`config.mk`:
```
export PLATFORM = sky130hd
export DESIGN_NAME = tinymind_layer_seq_flat
export DESIGN_NICKNAME = d
export VERILOG_FILES = /design/src/rtl/tinymind_pkg.sv /design/src/rtl/tinymind_layer_seq_if.sv /design/src/rtl/tinymind_idx_counter.sv /design/src/rtl/tinymind_layer_seq.sv /design/src/flat_wrapper.sv
export SDC_FILE = /design/constraint.sdc
export NUM_CORES = 1
export LEC_CHECK = 0
export ABC_CLOCK_PERIOD_IN_PS = 2400
export CELL_PAD_IN_SITES_DETAIL_PLACEMENT = 1
export CELL_PAD_IN_SITES_GLOBAL_PLACEMENT = 2
export CORE_UTILIZATION = 26
export CTS_CLUSTER_DIAMETER = 150
export DETAILED_ROUTE_END_ITERATION = 16
export DONT_BUFFER_PORTS = 1
export HOLD_SLACK_MARGIN = 0.15
export PLACE_DENSITY_LB_ADDON = 0.08
export REMOVE_ABC_BUFFERS = 1
export SLEW_MARGIN = 20
export SYNTH_ARGS = -nofsm -noshare
export SYNTH_HDL_FRONTEND = slang
export SYNTH_SLANG_ARGS = --single-unit
export TNS_END_PERCENT = 100
```
`constraint.sdc`:
```
create_clock -name clk -period 2.4 [get_ports clk]
set_input_delay 0.48 -clock clk [delete_from_list [all_inputs] [get_ports clk]]
set_output_delay 0.48 -clock clk [all_outputs]
set_load 0.02 [all_outputs]
```
`src/rtl/tinymind_pkg.sv`:
```
// rtl/tinymind_pkg.sv - shared tinymind constants, FSM encoding and width helper
package tinymind_pkg;

    localparam int NUM_INPUTS_DEF  = 4;
    localparam int NUM_NEURONS_DEF = 3;

    localparam logic [2:0] ST_IDLE_ENC  = 3'd0;
    localparam logic [2:0] ST_CLEAR_ENC = 3'd1;
    localparam logic [2:0] ST_MAC_ENC   = 3'd2;
    localparam logic [2:0] ST_ACT_ENC   = 3'd3;
    localparam logic [2:0] ST_WRITE_ENC = 3'd4;
    localparam logic [2:0] ST_DONE_ENC  = 3'd5;

    typedef enum logic [2:0] {
        ST_IDLE  = ST_IDLE_ENC,
        ST_CLEAR = ST_CLEAR_ENC,
        ST_MAC   = ST_MAC_ENC,
        ST_ACT   = ST_ACT_ENC,
        ST_WRITE = ST_WRITE_ENC,
        ST_DONE  = ST_DONE_ENC
    } state_e;

    // Bits needed to hold values 0..value-1 (minimum 1).
    function automatic int clog2(input int value);
        int w;
        w = 1;
        while ((1 << w) < value) begin
            w++;
        end
        return w;
    endfunction

endpackage

```
`src/rtl/tinymind_layer_seq_if.sv`:
```
// rtl/tinymind_layer_seq_if.sv - layer sequencer control, datapath and result handshake bundle
interface tinymind_layer_seq_if #(
    parameter int IN_W  = 8,
    parameter int NRN_W = 8,
    parameter int WT_W  = 16
);
    logic             start;
    logic             busy;
    logic             done_r;
    logic             acc_clr;
    logic             mac_en;
    logic             bias_sel;
    logic [IN_W-1:0]  in_idx;
    logic [WT_W-1:0]  wt_addr;
    logic             act_en;
    logic [NRN_W-1:0] nrn_idx;
    logic             out_valid;
    logic             out_ready;

    // master: the sequencer; slave: controller plus datapath side
    modport master (
        input  start, out_ready,
        output busy, done_r, acc_clr, mac_en, bias_sel, in_idx,
               wt_addr, act_en, nrn_idx, out_valid
    );

    modport slave (
        output start, out_ready,
        input  busy, done_r, acc_clr, mac_en, bias_sel, in_idx,
               wt_addr, act_en, nrn_idx, out_valid
    );
endinterface

```
`src/rtl/tinymind_idx_counter.sv`:
```
// rtl/tinymind_idx_counter.sv - clear/increment index counter that saturates at LAST
module tinymind_idx_counter #(
    parameter int WIDTH = 8,
    parameter int LAST  = 1
) (
    input  logic             clk,
    input  logic             rst_n,
    input  logic             clr_i,
    input  logic             inc_i,
    output logic [WIDTH-1:0] cnt_o,
    output logic             last_o
);
    logic [WIDTH-1:0] cnt_q, cnt_d;

    assign last_o = (cnt_q == WIDTH'(LAST));
    assign cnt_o  = cnt_q;

    // Clear wins over increment; the count holds at LAST instead of wrapping.
    always_comb begin
        cnt_d = cnt_q;
        if (clr_i) begin
            cnt_d = '0;
        end else if (inc_i && !last_o) begin
            cnt_d = cnt_q + WIDTH'(1);
        end
    end

    always_ff @(posedge clk or negedge rst_n) begin
        if (!rst_n) begin
            cnt_q <= '0;
        end else begin
            cnt_q <= cnt_d;
        end
    end
endmodule

```
`src/rtl/tinymind_layer_seq.sv`:
```
// rtl/tinymind_layer_seq.sv - Moore sequencer walking every neuron of one fully-connected layer
module tinymind_layer_seq
    import tinymind_pkg::*;
#(
    parameter int NUM_INPUTS  = NUM_INPUTS_DEF,
    parameter int NUM_NEURONS = NUM_NEURONS_DEF,
    parameter int IN_W        = 8,
    parameter int NRN_W       = 8,
    parameter int WT_W        = 16
) (
    input logic                  clk,
    input logic                  rst_n,
    tinymind_layer_seq_if.master bus
);
    state_e           state_q, state_d;
    logic [WT_W-1:0]  wt_addr_q, wt_addr_d;

    logic             in_clr, in_inc, in_last;
    logic [IN_W-1:0]  in_cnt;
    logic             nrn_clr, nrn_inc, nrn_last;
    logic [NRN_W-1:0] nrn_cnt;

    tinymind_idx_counter #(.WIDTH(IN_W), .LAST(NUM_INPUTS)) u_in_cnt (
        .clk    (clk),
        .rst_n  (rst_n),
        .clr_i  (in_clr),
        .inc_i  (in_inc),
        .cnt_o  (in_cnt),
        .last_o (in_last)
    );

    tinymind_idx_counter #(.WIDTH(NRN_W), .LAST(NUM_NEURONS - 1)) u_nrn_cnt (
        .clk    (clk),
        .rst_n  (rst_n),
        .clr_i  (nrn_clr),
        .inc_i  (nrn_inc),
        .cnt_o  (nrn_cnt),
        .last_o (nrn_last)
    );

    // wt_addr advances on every MAC step, bias included, so the next neuron's
    // row starts exactly where the previous one ended.
    always_comb begin
        state_d   = state_q;
        wt_addr_d = wt_addr_q;
        in_clr    = 1'b1;
        in_inc    = 1'b0;
        nrn_clr   = 1'b0;
        nrn_inc   = 1'b0;
        unique case (state_q)
            ST_IDLE: begin
                nrn_clr   = 1'b1;
                wt_addr_d = '0;
                if (bus.start) begin
                    state_d = ST_CLEAR;
                end
            end
            ST_CLEAR: state_d = ST_MAC;
            ST_MAC: begin
                in_clr    = in_last;
                in_inc    = 1'b1;
                wt_addr_d = wt_addr_q + WT_W'(1);
                if (in_last) begin
                    state_d = ST_ACT;
                end
            end
            ST_ACT: state_d = ST_WRITE;
            ST_WRITE: begin
                if (bus.out_ready) begin
                    if (nrn_last) begin
                        state_d = ST_DONE;
                    end else begin
                        nrn_inc = 1'b1;
                        state_d = ST_CLEAR;
                    end
                end
            end
            ST_DONE: begin
                nrn_clr   = 1'b1;
                wt_addr_d = '0;
                state_d   = ST_IDLE;
            end
            default: state_d = ST_IDLE;
        endcase
    end

    always_comb begin
        bus.busy      = (state_q != ST_IDLE);
        bus.done_r    = (state_q == ST_DONE);
        bus.acc_clr   = (state_q == ST_CLEAR);
        bus.mac_en    = (state_q == ST_MAC);
        bus.bias_sel  = (state_q == ST_MAC) && in_last;
        bus.act_en    = (state_q == ST_ACT);
        bus.out_valid = (state_q == ST_WRITE);
        bus.in_idx    = in_cnt;
        bus.nrn_idx   = nrn_cnt;
        bus.wt_addr   = wt_addr_q;
    end

    always_ff @(posedge clk or negedge rst_n) begin
        if (!rst_n) begin
            state_q   <= ST_IDLE;
            wt_addr_q <= '0;
        end else begin
            state_q   <= state_d;
            wt_addr_q <= wt_addr_d;
        end
    end
endmodule
```
`src/flat_wrapper.sv`:
```
// flat-port wrapper written by rule: the top's interface ports become plain ports
module tinymind_layer_seq_flat import tinymind_pkg::*;
#(
    parameter int NUM_INPUTS  = NUM_INPUTS_DEF,
    parameter int NUM_NEURONS = NUM_NEURONS_DEF,
    parameter int IN_W        = 8,
    parameter int NRN_W       = 8,
    parameter int WT_W        = 16
)
  (clk, rst_n, bus_start, bus_out_ready, bus_busy, bus_done_r, bus_acc_clr, bus_mac_en, bus_bias_sel, bus_in_idx, bus_wt_addr, bus_act_en, bus_nrn_idx, bus_out_valid);
  tinymind_layer_seq_if #(.IN_W(IN_W), .NRN_W(NRN_W), .WT_W(WT_W)) bus_i ();
  input logic clk;
  input logic rst_n;
  input wire logic [$bits(bus_i.start)-1:0] bus_start;
  input wire logic [$bits(bus_i.out_ready)-1:0] bus_out_ready;
  output wire logic [$bits(bus_i.busy)-1:0] bus_busy;
  output wire logic [$bits(bus_i.done_r)-1:0] bus_done_r;
  output wire logic [$bits(bus_i.acc_clr)-1:0] bus_acc_clr;
  output wire logic [$bits(bus_i.mac_en)-1:0] bus_mac_en;
  output wire logic [$bits(bus_i.bias_sel)-1:0] bus_bias_sel;
  output wire logic [$bits(bus_i.in_idx)-1:0] bus_in_idx;
  output wire logic [$bits(bus_i.wt_addr)-1:0] bus_wt_addr;
  output wire logic [$bits(bus_i.act_en)-1:0] bus_act_en;
  output wire logic [$bits(bus_i.nrn_idx)-1:0] bus_nrn_idx;
  output wire logic [$bits(bus_i.out_valid)-1:0] bus_out_valid;
  assign bus_i.start = bus_start;
  assign bus_i.out_ready = bus_out_ready;
  assign bus_busy = bus_i.busy;
  assign bus_done_r = bus_i.done_r;
  assign bus_acc_clr = bus_i.acc_clr;
  assign bus_mac_en = bus_i.mac_en;
  assign bus_bias_sel = bus_i.bias_sel;
  assign bus_in_idx = bus_i.in_idx;
  assign bus_wt_addr = bus_i.wt_addr;
  assign bus_act_en = bus_i.act_en;
  assign bus_nrn_idx = bus_i.nrn_idx;
  assign bus_out_valid = bus_i.out_valid;
  tinymind_layer_seq #(.NUM_INPUTS(NUM_INPUTS), .NUM_NEURONS(NUM_NEURONS), .IN_W(IN_W), .NRN_W(NRN_W), .WT_W(WT_W)) u_core (.clk(clk), .rst_n(rst_n), .bus(bus_i));
endmodule
```
==> results.py <==
metrics = {
    "clock_network": {
        "clock_tree.buffer_depth": 2,
        "cts_tree": "built",
        "clock_latency_ns": 0.28,
        "worst_setup_hold_path_clk_slew_ns": 0.07,
        "post_cts_hold_buffer_count": 2,
        "numCtsBuffers": 5,
        "cts-resized-gates": 0,
        "clock_sink_count": 35,
        "htree_levels": 2,
        "post_cts.repair.setup_buffers": 0,
        "root_buffer": "sky130_fd_sc_hd__clkbuf_8",
    },
    "finish": {
        "num_antenna_cells": 0,
        "final_net_count": 208,
        "register_area_sq_um": 876,
        "multiInputGateArea_sq_um": 865,
        "area_delta_synth_final_pct": 14.5,
        "design_area_sq_um": 2080,
        "share_of_post_route_cells_with_drive_strength_above_1": 0.115,
        "layout.cells.most_common": "sky130_fd_sc_hd__dfrtp_1",
        "layout.filler_cells": 783,
        "most-common-layout-cells": "sky130_fd_sc_hd__dfrtp_1, sky130_fd_sc_hd__nand2_1, sky130_fd_sc_hd__nor2_1",
    },
    "detailed_routing": {
        "dr_total_vias": 1459,
        "first_pass_iters": 4,
        "route.detailed.wl_per_inst_um": 16.1,
        "drt_iter0_drc": 31,
        "drt_drc_violations_left": 0,
        "drt-total-wl_um": 4770,
        "post_drt_antenna_nets": 0,
        "vias_per_instance": 4.93,
    },
    "job": {
        "max_cap_viol_count": 0,
    },
    "global_routing": {
        "grt_max_degree": 36,
        "gr-usage-all-layers": 0.141,
        "via_count_of_the_first_global_routing_pass": 1570,
        "grt_first_pass_wirelength_um": 8080,
        "grt_remaining_overflow": 0,
        "grt_antenna_before_repair": 0,
    },
    "sta": {
        "setup_total_negative_slack_ns": 0,
        "report.final.slew_viol_count": 0,
        "tightestPinTransition_ns": 0.678,
        "post-route-min-period_ns": 2.27,
        "timing.slew.headroom": 0.547,
        "finalHoldViolations": 0,
        "grt_setup_unrepaired": "no",
        "timing.clock.skew_ns": 0.00198,
        "final.period_utilization": 0.947,
        "fin_worst_hold_slack_ns": 0.416,
        "setup_viol": 0,
        "max_freq_mhz": 440,
    },
    "synth": {
        "synthDistinctLibCells": 37,
        "ys_seq_elements": 35,
        "synth.top_cell.area_share": 0.481,
        "postSynthCellCount": 190,
        "post_synth_main_area_contributors": "sky130_fd_sc_hd__dfrtp_1, sky130_fd_sc_hd__nand2_1, sky130_fd_sc_hd__o21ai_0",
        "synth_area_leader_cell": "sky130_fd_sc_hd__dfrtp_1",
        "synth_area_per_cell_sq_um": 9.58,
        "mapped_cell_area_sq_um": 1820,
        "synthesis.yosys.warnings": 0,
        "seq_area_frac_synth": 0.481,
        "synth_ff_type": "sky130_fd_sc_hd__dfrtp_1",
        "synth_edf_count": 0,
        "ys_async_sr_fraction": 1.00,
    },
    "placement": {
        "detailedPlacementHpwl_um": 3450,
        "detailed_place.area_sq_um": 1950,
        "gpl.final_weighted_congestion": 0.750,
        "count_of_buffers_from_port_buffering": 0,
    },
    "setup_path": {
        "ff2ff_setup_slack_ns": 0.38,
        "critPathKind": "flip-flop to primary output",
        "critical_path_required_ns": 1.92,
        "worstPathArrival_ns": 1.79,
        "critPathMaxFanout": 6,
        "timing.critical_path.from_type": "flip-flop",
        "endpoint_kind": "primary output",
    },
    "pwr": {
        "p_leak_nw": 0.925,
        "powerDensity_nw_per_um2": 915,
        "peakVddDrop_mv": 0.288,
    },
    "die": {
        "chipHeight_um": 85.7,
        "core.rowCount": 30,
        "die_footprint_sq_um": 7340,
        "initial_utilization": 0.268,
        "top_level_ports": 43,
        "core_sq_um": 6790,
        "die_width_um": 85.7,
    },
    "min_path": {
        "timing.hold.worst.class": "primary input to flip-flop",
    },
    "run_status": {
        "outcome": "finished, final reports clean",
    },
}
## registers in the layout, indices dropped and copies added (netlist names)
signal and cells:
u_core.u_in_cnt.cnt_o 8, u_core.bus.wt_addr 16, u_core.u_nrn_cnt.cnt_o 8, u_core.state_q 3
## logic make-up after synthesis
| logic type | share of synthesized area |
|---|---|
| AOI/OAI and AO/OA | 0.120 |
| xor gates and xnor gates | 0.0625 |
| adders and majority gates | 0.0344 |
| buffers and inverters | 0.0440 |
| DFF | 0.481 |
| muxes | 0.0220 |
| and+or+nand+nor | 0.236 |
## per-layer routing
metal  share of wire  track usage  wire [um]
met2            0.48        0.240       2300
met1            0.46        0.174       2200
met4           0.012       0.0455         59
met5               0            0          0
met3           0.042       0.0385        200
## stage by stage
| step | util | setup WS [ns] | power (W) | instances |
|---|---|---|---|---|
| 5_1_grt | 0.307 | 0.00287 | 0.00206 | 296 |
| 3_3_place_gp | 0.288 | 0.428 | 0.00142 | 286 |
| 4_1_cts | 0.307 | 0.0890 | 0.00195 | 296 |
| 3_5_place_dp | 0.288 | 0.362 | 0.00144 | 286 |
| 6_report | 0.307 | 0.128 | 0.00191 | 296 |
| 2_1_floorplan | - | 0.399 | 0.00118 | 181 |
## worst paths after layout
path,from,to,depth (start not counted)
setup / recovery,u_core.u_in_cnt.cnt_o[0]$_DFFE_PN0P_,bus_bias_sel,5
hold / removal,bus_out_ready,u_core.state_q[2]$_DFFE_PN0P_,2
setup reg to reg,u_core.state_q[1]$_DFFE_PN0P_,u_core.bus.wt_addr[13]$_DFFE_PN0P_,4
hold reg to reg,u_core.state_q[2]$_DFFE_PN0P_,u_core.state_q[1]$_DFFE_PN0P_,2
max in group asynchronous,rst_n,u_core.bus.wt_addr[8]$_DFFE_PN0P_,2
min in group asynchronous,rst_n,u_core.bus.wt_addr[5]$_DFFE_PN0P_,2
## worst max-delay path, stage by stage, from the launching register on
cell and delay (ns):
sky130_fd_sc_hd__dfrtp_1 0.51, sky130_fd_sc_hd__inv_1 0.11, sky130_fd_sc_hd__ha_1 0.13, sky130_fd_sc_hd__nor4bb_1 0.26, sky130_fd_sc_hd__nand2_1 0.16, sky130_fd_sc_hd__nor2_1 0.35
## area by class of cell
cell class	count	area share
Inverter	7	0.0126
Multi-Input combinational cell	139	0.415
Clock buffer	8	0.0480
Tap cell	96	0.0576
Timing Repair Buffer	11	0.0468
Sequential cell	35	0.420
## synthesized netlist by cell type (2+ instances only)
library cell               count
sky130_fd_sc_hd__dfrtp_1      35
sky130_fd_sc_hd__nand2_1      21
sky130_fd_sc_hd__nor2_1       19
sky130_fd_sc_hd__o21ai_0      15
sky130_fd_sc_hd__nand3_1      13
sky130_fd_sc_hd__and3_1        8
sky130_fd_sc_hd__inv_1         7
sky130_fd_sc_hd__nand4_1       7
sky130_fd_sc_hd__xnor2_1       7
sky130_fd_sc_hd__xor2_1        6
sky130_fd_sc_hd__clkbuf_1      5
sky130_fd_sc_hd__ha_1          5
sky130_fd_sc_hd__mux2i_1       4
sky130_fd_sc_hd__a31oi_1       3
sky130_fd_sc_hd__nor3_1        3
sky130_fd_sc_hd__nor3b_1       3
sky130_fd_sc_hd__a21oi_1       2
sky130_fd_sc_hd__and2_1        2
sky130_fd_sc_hd__buf_6         2
sky130_fd_sc_hd__o211ai_1      2
sky130_fd_sc_hd__o211ai_2      2
sky130_fd_sc_hd__o31ai_1       2
sky130_fd_sc_hd__o31ai_2       2
sky130_fd_sc_hd__or3_1         2
## power breakdown
group / total [W] / internal [W] / switching [W]
sequential: 0.000754 / 0.000649 / 0.000105
clock: 0.000480 / 0.000262 / 0.000218
combinational: 0.000673 / 0.000213 / 0.000460
total: 0.00191 / 0.00112 / 0.000783
Power figures use the tool's default switching activity.
==> RTL change 1: new RTL, same flow settings <==
`IN_W` is set to 8 in 3 places; all go to 9.
--- a/src/rtl/tinymind_layer_seq_if.sv
+++ b/src/rtl/tinymind_layer_seq_if.sv
@@ -1,6 +1,6 @@
 // rtl/tinymind_layer_seq_if.sv - layer sequencer control, datapath and result handshake bundle
 interface tinymind_layer_seq_if #(
-    parameter int IN_W  = 8,
+    parameter int IN_W  = 9,
     parameter int NRN_W = 8,
     parameter int WT_W  = 16
 );
--- a/src/rtl/tinymind_layer_seq.sv
+++ b/src/rtl/tinymind_layer_seq.sv
@@ -4,7 +4,7 @@
 #(
     parameter int NUM_INPUTS  = NUM_INPUTS_DEF,
     parameter int NUM_NEURONS = NUM_NEURONS_DEF,
-    parameter int IN_W        = 8,
+    parameter int IN_W        = 9,
     parameter int NRN_W       = 8,
     parameter int WT_W        = 16
 ) (
--- a/src/flat_wrapper.sv
+++ b/src/flat_wrapper.sv
@@ -3,7 +3,7 @@
 #(
     parameter int NUM_INPUTS  = NUM_INPUTS_DEF,
     parameter int NUM_NEURONS = NUM_NEURONS_DEF,
-    parameter int IN_W        = 8,
+    parameter int IN_W        = 9,
     parameter int NRN_W       = 8,
     parameter int WT_W        = 16
 )
Interface: changed (resized bus_in_idx); port bits go from 43 to 44. The function was not compared with the original's and may differ.
==> RTL change 1 against the unedited design <==
  * Power is 1.2% lower
  * Critical path depth stayed put
  * Non-clock buffer count is 6 lower
  * Synthesized cell count is the same
  * Largest power group unchanged
  * Worst setup slack improved by 0.031 ns
  * Sequential cell count increased by 1
  * Synthesized area grew 4.9%
  * Cell area increased by 2.8%
  * Routed wire length is 0.88% lower
  * Critical path type unchanged
==> RTL change 1: results (changes against the unedited design) <==
** Placed design
- Placed Cells incl. Taps :: 281 (was 286)
- Area of placed instances :: 2017 um2 (was 1954 um2)
- The minimum setup slack after placement was 0.4425 ns (was 0.3623 ns).
- The placed wire-length estimate after detailed placement was 3.399 mm (was 3.446 mm).
- The final RePlAce weighted congestion was 0.7139 (was 0.7499).

** Worst setup path
- The setup slack of the most critical reg-to-reg path is 0.48 ns (was 0.38 ns).

** Global routing
- Vias in the first global route :: 1592 (was 1570)
- Met3 track demand over resource in global routing :: 4.524% (was 3.850%)
- The overall track demand over capacity in global routing was 13.66% (was 14.12%).
- The global-route wire length before repair came to 8.052 mm (was 8.079 mm).
- The maximum number of pins on one net before global-route repair came to 37 (was 36).

** Timing
- Setup clock skew after layout :: 0.007488 ns (was 0.001981 ns)
- The remaining max-slew budget at the tightest pin came to 53.23% (was 54.70%).

** Detailed routing
- Detailed-route wire length per cell :: 16.29 um (was 16.10 um)
- The wire length on met2 was 2.240 mm (was 2.304 mm).
- Number of DRC violations after detailed-routing iteration 0 :: 38 (was 31)
- The vias after detailed routing is 1412 (was 1459).

** Outcome
- Run status :: completed (unchanged)

** Cells and area
- Filler-free cell count of the finished design :: 290 (was 296)
- The final-stage net count came to 203 (was 208).
- The share of post-route cells with drive strength above 1 came to 10.31% (was 11.50%).

** Synth
- Share of the yosys chip area belonging to registers :: 47.15% (was 48.11%)
- The count of cell types in the netlist came to 41 (was 37).
- Synth top area cells: sky130_fd_sc_hd__dfrtp_1, sky130_fd_sc_hd__mux2i_1, sky130_fd_sc_hd__nand2_1 (was sky130_fd_sc_hd__dfrtp_1, sky130_fd_sc_hd__nand2_1, sky130_fd_sc_hd__o21ai_0).

** Power
- The total leakage power came to 0.9790 nW (was 0.9251 nW).
-- RTL change 1: cell type report --
type,count,area (um2)
clock buffers,7,96.34
fillers,794,4801
inverters,9,33.78
multi-input cells,137,939.7
flip-flops and latches,36,900.9
well taps,96,120.1
repair buffers,5,52.55
-- RTL change 1: worst max-delay path by stage --
stage	end	start	cells past startpoint	slack (ns)
5_1_grt	bus_bias_sel	u_core.u_in_cnt.cnt_o[0]$_DFFE_PN0P_	5	0.03
2_1_floorplan	bus_bias_sel	u_core.u_in_cnt.cnt_o[0]$_DFFE_PN0P_	5	0.58
3_5_place_dp	bus_bias_sel	u_core.u_in_cnt.cnt_o[0]$_DFFE_PN0P_	5	0.44
3_3_place_gp	bus_bias_sel	u_core.u_in_cnt.cnt_o[0]$_DFFE_PN0P_	5	0.49
4_1_cts	bus_bias_sel	u_core.u_in_cnt.cnt_o[0]$_DFFE_PN0P_	5	0.12
6_report	bus_bias_sel	u_core.u_in_cnt.cnt_o[0]$_DFFE_PN0P_	5	0.16
-- RTL change 1: kinds of logic (layout without fill, tap and decap cells) --
group	count (synthesis)	count (layout)	synth area share (%)
adders and majority gates	5	5	3.274
buffers and inverters	17	21	3.667
and+or+nand+nor	86	86	26.46
DFF	36	36	47.15
muxes	9	9	4.715
AOI/OAI and AO/OA	22	22	7.858
xor gates and xnor gates	15	15	6.876
-- RTL change 1: power by group --
part	leakage (nW)	switching [mW]	internal, mW
registers	0.496	0.174	0.666
clock network	0.0503	0.221	0.256
logic	0.433	0.387	0.179
total	0.979	0.782	1.10
-- RTL change 1: timing repair --
action	CTS	global route
endpoints found under the hold margin	36	0
hold buffers	2	0
gates resized for setup	0	0
==> RTL change 2: new RTL, same flow settings <==
Made on the original files. Make the reset (`rst_n`) synchronous in 2 clocked blocks.
--- a/src/rtl/tinymind_idx_counter.sv
+++ b/src/rtl/tinymind_idx_counter.sv
@@ -25,7 +25,7 @@
         end
     end
 
-    always_ff @(posedge clk or negedge rst_n) begin
+    always_ff @(posedge clk) begin
         if (!rst_n) begin
             cnt_q <= '0;
         end else begin
--- a/src/rtl/tinymind_layer_seq.sv
+++ b/src/rtl/tinymind_layer_seq.sv
@@ -97,7 +97,7 @@
         bus.wt_addr   = wt_addr_q;
     end
 
-    always_ff @(posedge clk or negedge rst_n) begin
+    always_ff @(posedge clk) begin
         if (!rst_n) begin
             state_q   <= ST_IDLE;
             wt_addr_q <= '0;
Check against the original RTL: differs if rst_n is asserted again (counterexample within 4 cycles, from zero or initial values and one cycle with rst_n low); with rst_n held inactive, the same outputs for 10 cycles.
==> RTL change 2 against the unedited design <==
  * Register-to-register slack improved by 0.07 ns
  * Synthesized area decreased by 4.6%
  * Hold slack got worse by 0.094 ns
  * Sequential share of layout area decreased by 6.1 points
  * Critical endpoint unchanged
  * Routed wire length decreased by 2.0%
  * Sequential cell count unchanged
  * Cell area decreased by 6.4%
  * Critical path depth decreased by 3
  * Worst setup slack improved by 0.075 ns
Power is not compared: it rests on default switching activity, and its combinational part moved more than twofold at a synthesized area within 25%.
==> RTL change 2: results (changes against the unedited design) <==
** Global routing
- Vias in the first global route :: 1518 (was 1570)
- The met1 layer usage reported by global route is 16.14% (was 17.40%).
- Met2 Track Usage GR :: 24.98% (was 24.00%)
- The global routing usage on met3 was 5.539% (was 3.850%).

** Timing
- The tightest hold margin came to 0.3214 ns (was 0.4156 ns).
- The actual slew at the worst max-slew pin was 0.6645 ns (was 0.6781 ns).
- The final setup skew was 0.01018 ns (was 0.001981 ns).

** Cells and area
- The share of post-route cells with drive strength above 1 was 8.738% (was 11.50%).
- The area fraction of clock buffers and clock inverters is 6.030% (was 4.802%).
- Multi-input combinational gate total :: 148 (was 139)
- Post-layout net count :: 214 (was 208)
- Non-Clock Buffer Count :: 6 (was 11)
- The sequential cell area share is 35.92% (was 42.02%).
- The buffer share of cell area was 2.309% (was 4.682%).
- Inverter count of the layout excluding clock inverters :: 9 (was 7)

** Synth
- Fraction of the mapped netlist area in compound gates :: 9.294% (was 12.03%)
- Cell types with the highest counts after synthesis: sky130_fd_sc_hd__dfxtp_1, sky130_fd_sc_hd__nor2_1, sky130_fd_sc_hd__nand3_1 (was sky130_fd_sc_hd__dfrtp_1, sky130_fd_sc_hd__nand2_1, sky130_fd_sc_hd__nor2_1).
- The top flip-flop cell by instance count after synthesis is sky130_fd_sc_hd__dfxtp_1 (was sky130_fd_sc_hd__dfrtp_1).
- Synth async-reset ratio :: 0% (was 100.0%)
- The count of cell types in the netlist is 45 (was 37).
- Synthesized-area fraction occupied by xor and xnor cells :: 9.582% (was 6.254%)

** Detailed routing
- DRT met1 WL :: 1.988 mm (was 2.200 mm)
- The count of TritonRoute iterations in the first routing pass came to 3 (was 4).
- Met2 routed wirelength :: 2.336 mm (was 2.304 mm)

** Worst setup path
- The data arrival time of the critical path was 1.72 ns (was 1.79 ns).
- The largest stage delay on the critical path came to 0.55 ns (was 0.51 ns).

** Outcome
- Run status :: completed (unchanged)

** Worst hold path
- The cell count of the worst hold path was 1 (was 2).

** Placed design
- The minimum setup slack after placement is 0.4238 ns (was 0.3623 ns).
RTL change 2: cell types whose count changed in the layout (fill, tap and decap cells not counted), moves of 3 or more:
cell / delta
sky130_fd_sc_hd__xor2_1: +6
sky130_fd_sc_hd__nand4_1: -3
sky130_fd_sc_hd__o21ai_0: -11
sky130_fd_sc_hd__nand2_1: -11
sky130_fd_sc_hd__buf_4: -3
sky130_fd_sc_hd__nor2_1: +8
sky130_fd_sc_hd__dfrtp_1: -35
sky130_fd_sc_hd__nand3_1: +7
sky130_fd_sc_hd__dfxtp_1: +35
sky130_fd_sc_hd__nand2b_1: +5
RTL change 2: metrics by stage:
step | instances | instance area, um2
after floorplan | 192 | 1692
after global placement | 275 | 1833
after detailed placement | 275 | 1833
after CTS | 283 | 1951
after global routing | 283 | 1951
final | 283 | 1951
RTL change 2: where the power goes:
group          total [mW]  switching, mW  internal [mW]
Clock               0.571          0.235          0.337
Combinational       0.147          0.102         0.0449
Sequential          0.616         0.0263          0.590
Total                1.33          0.363          0.972
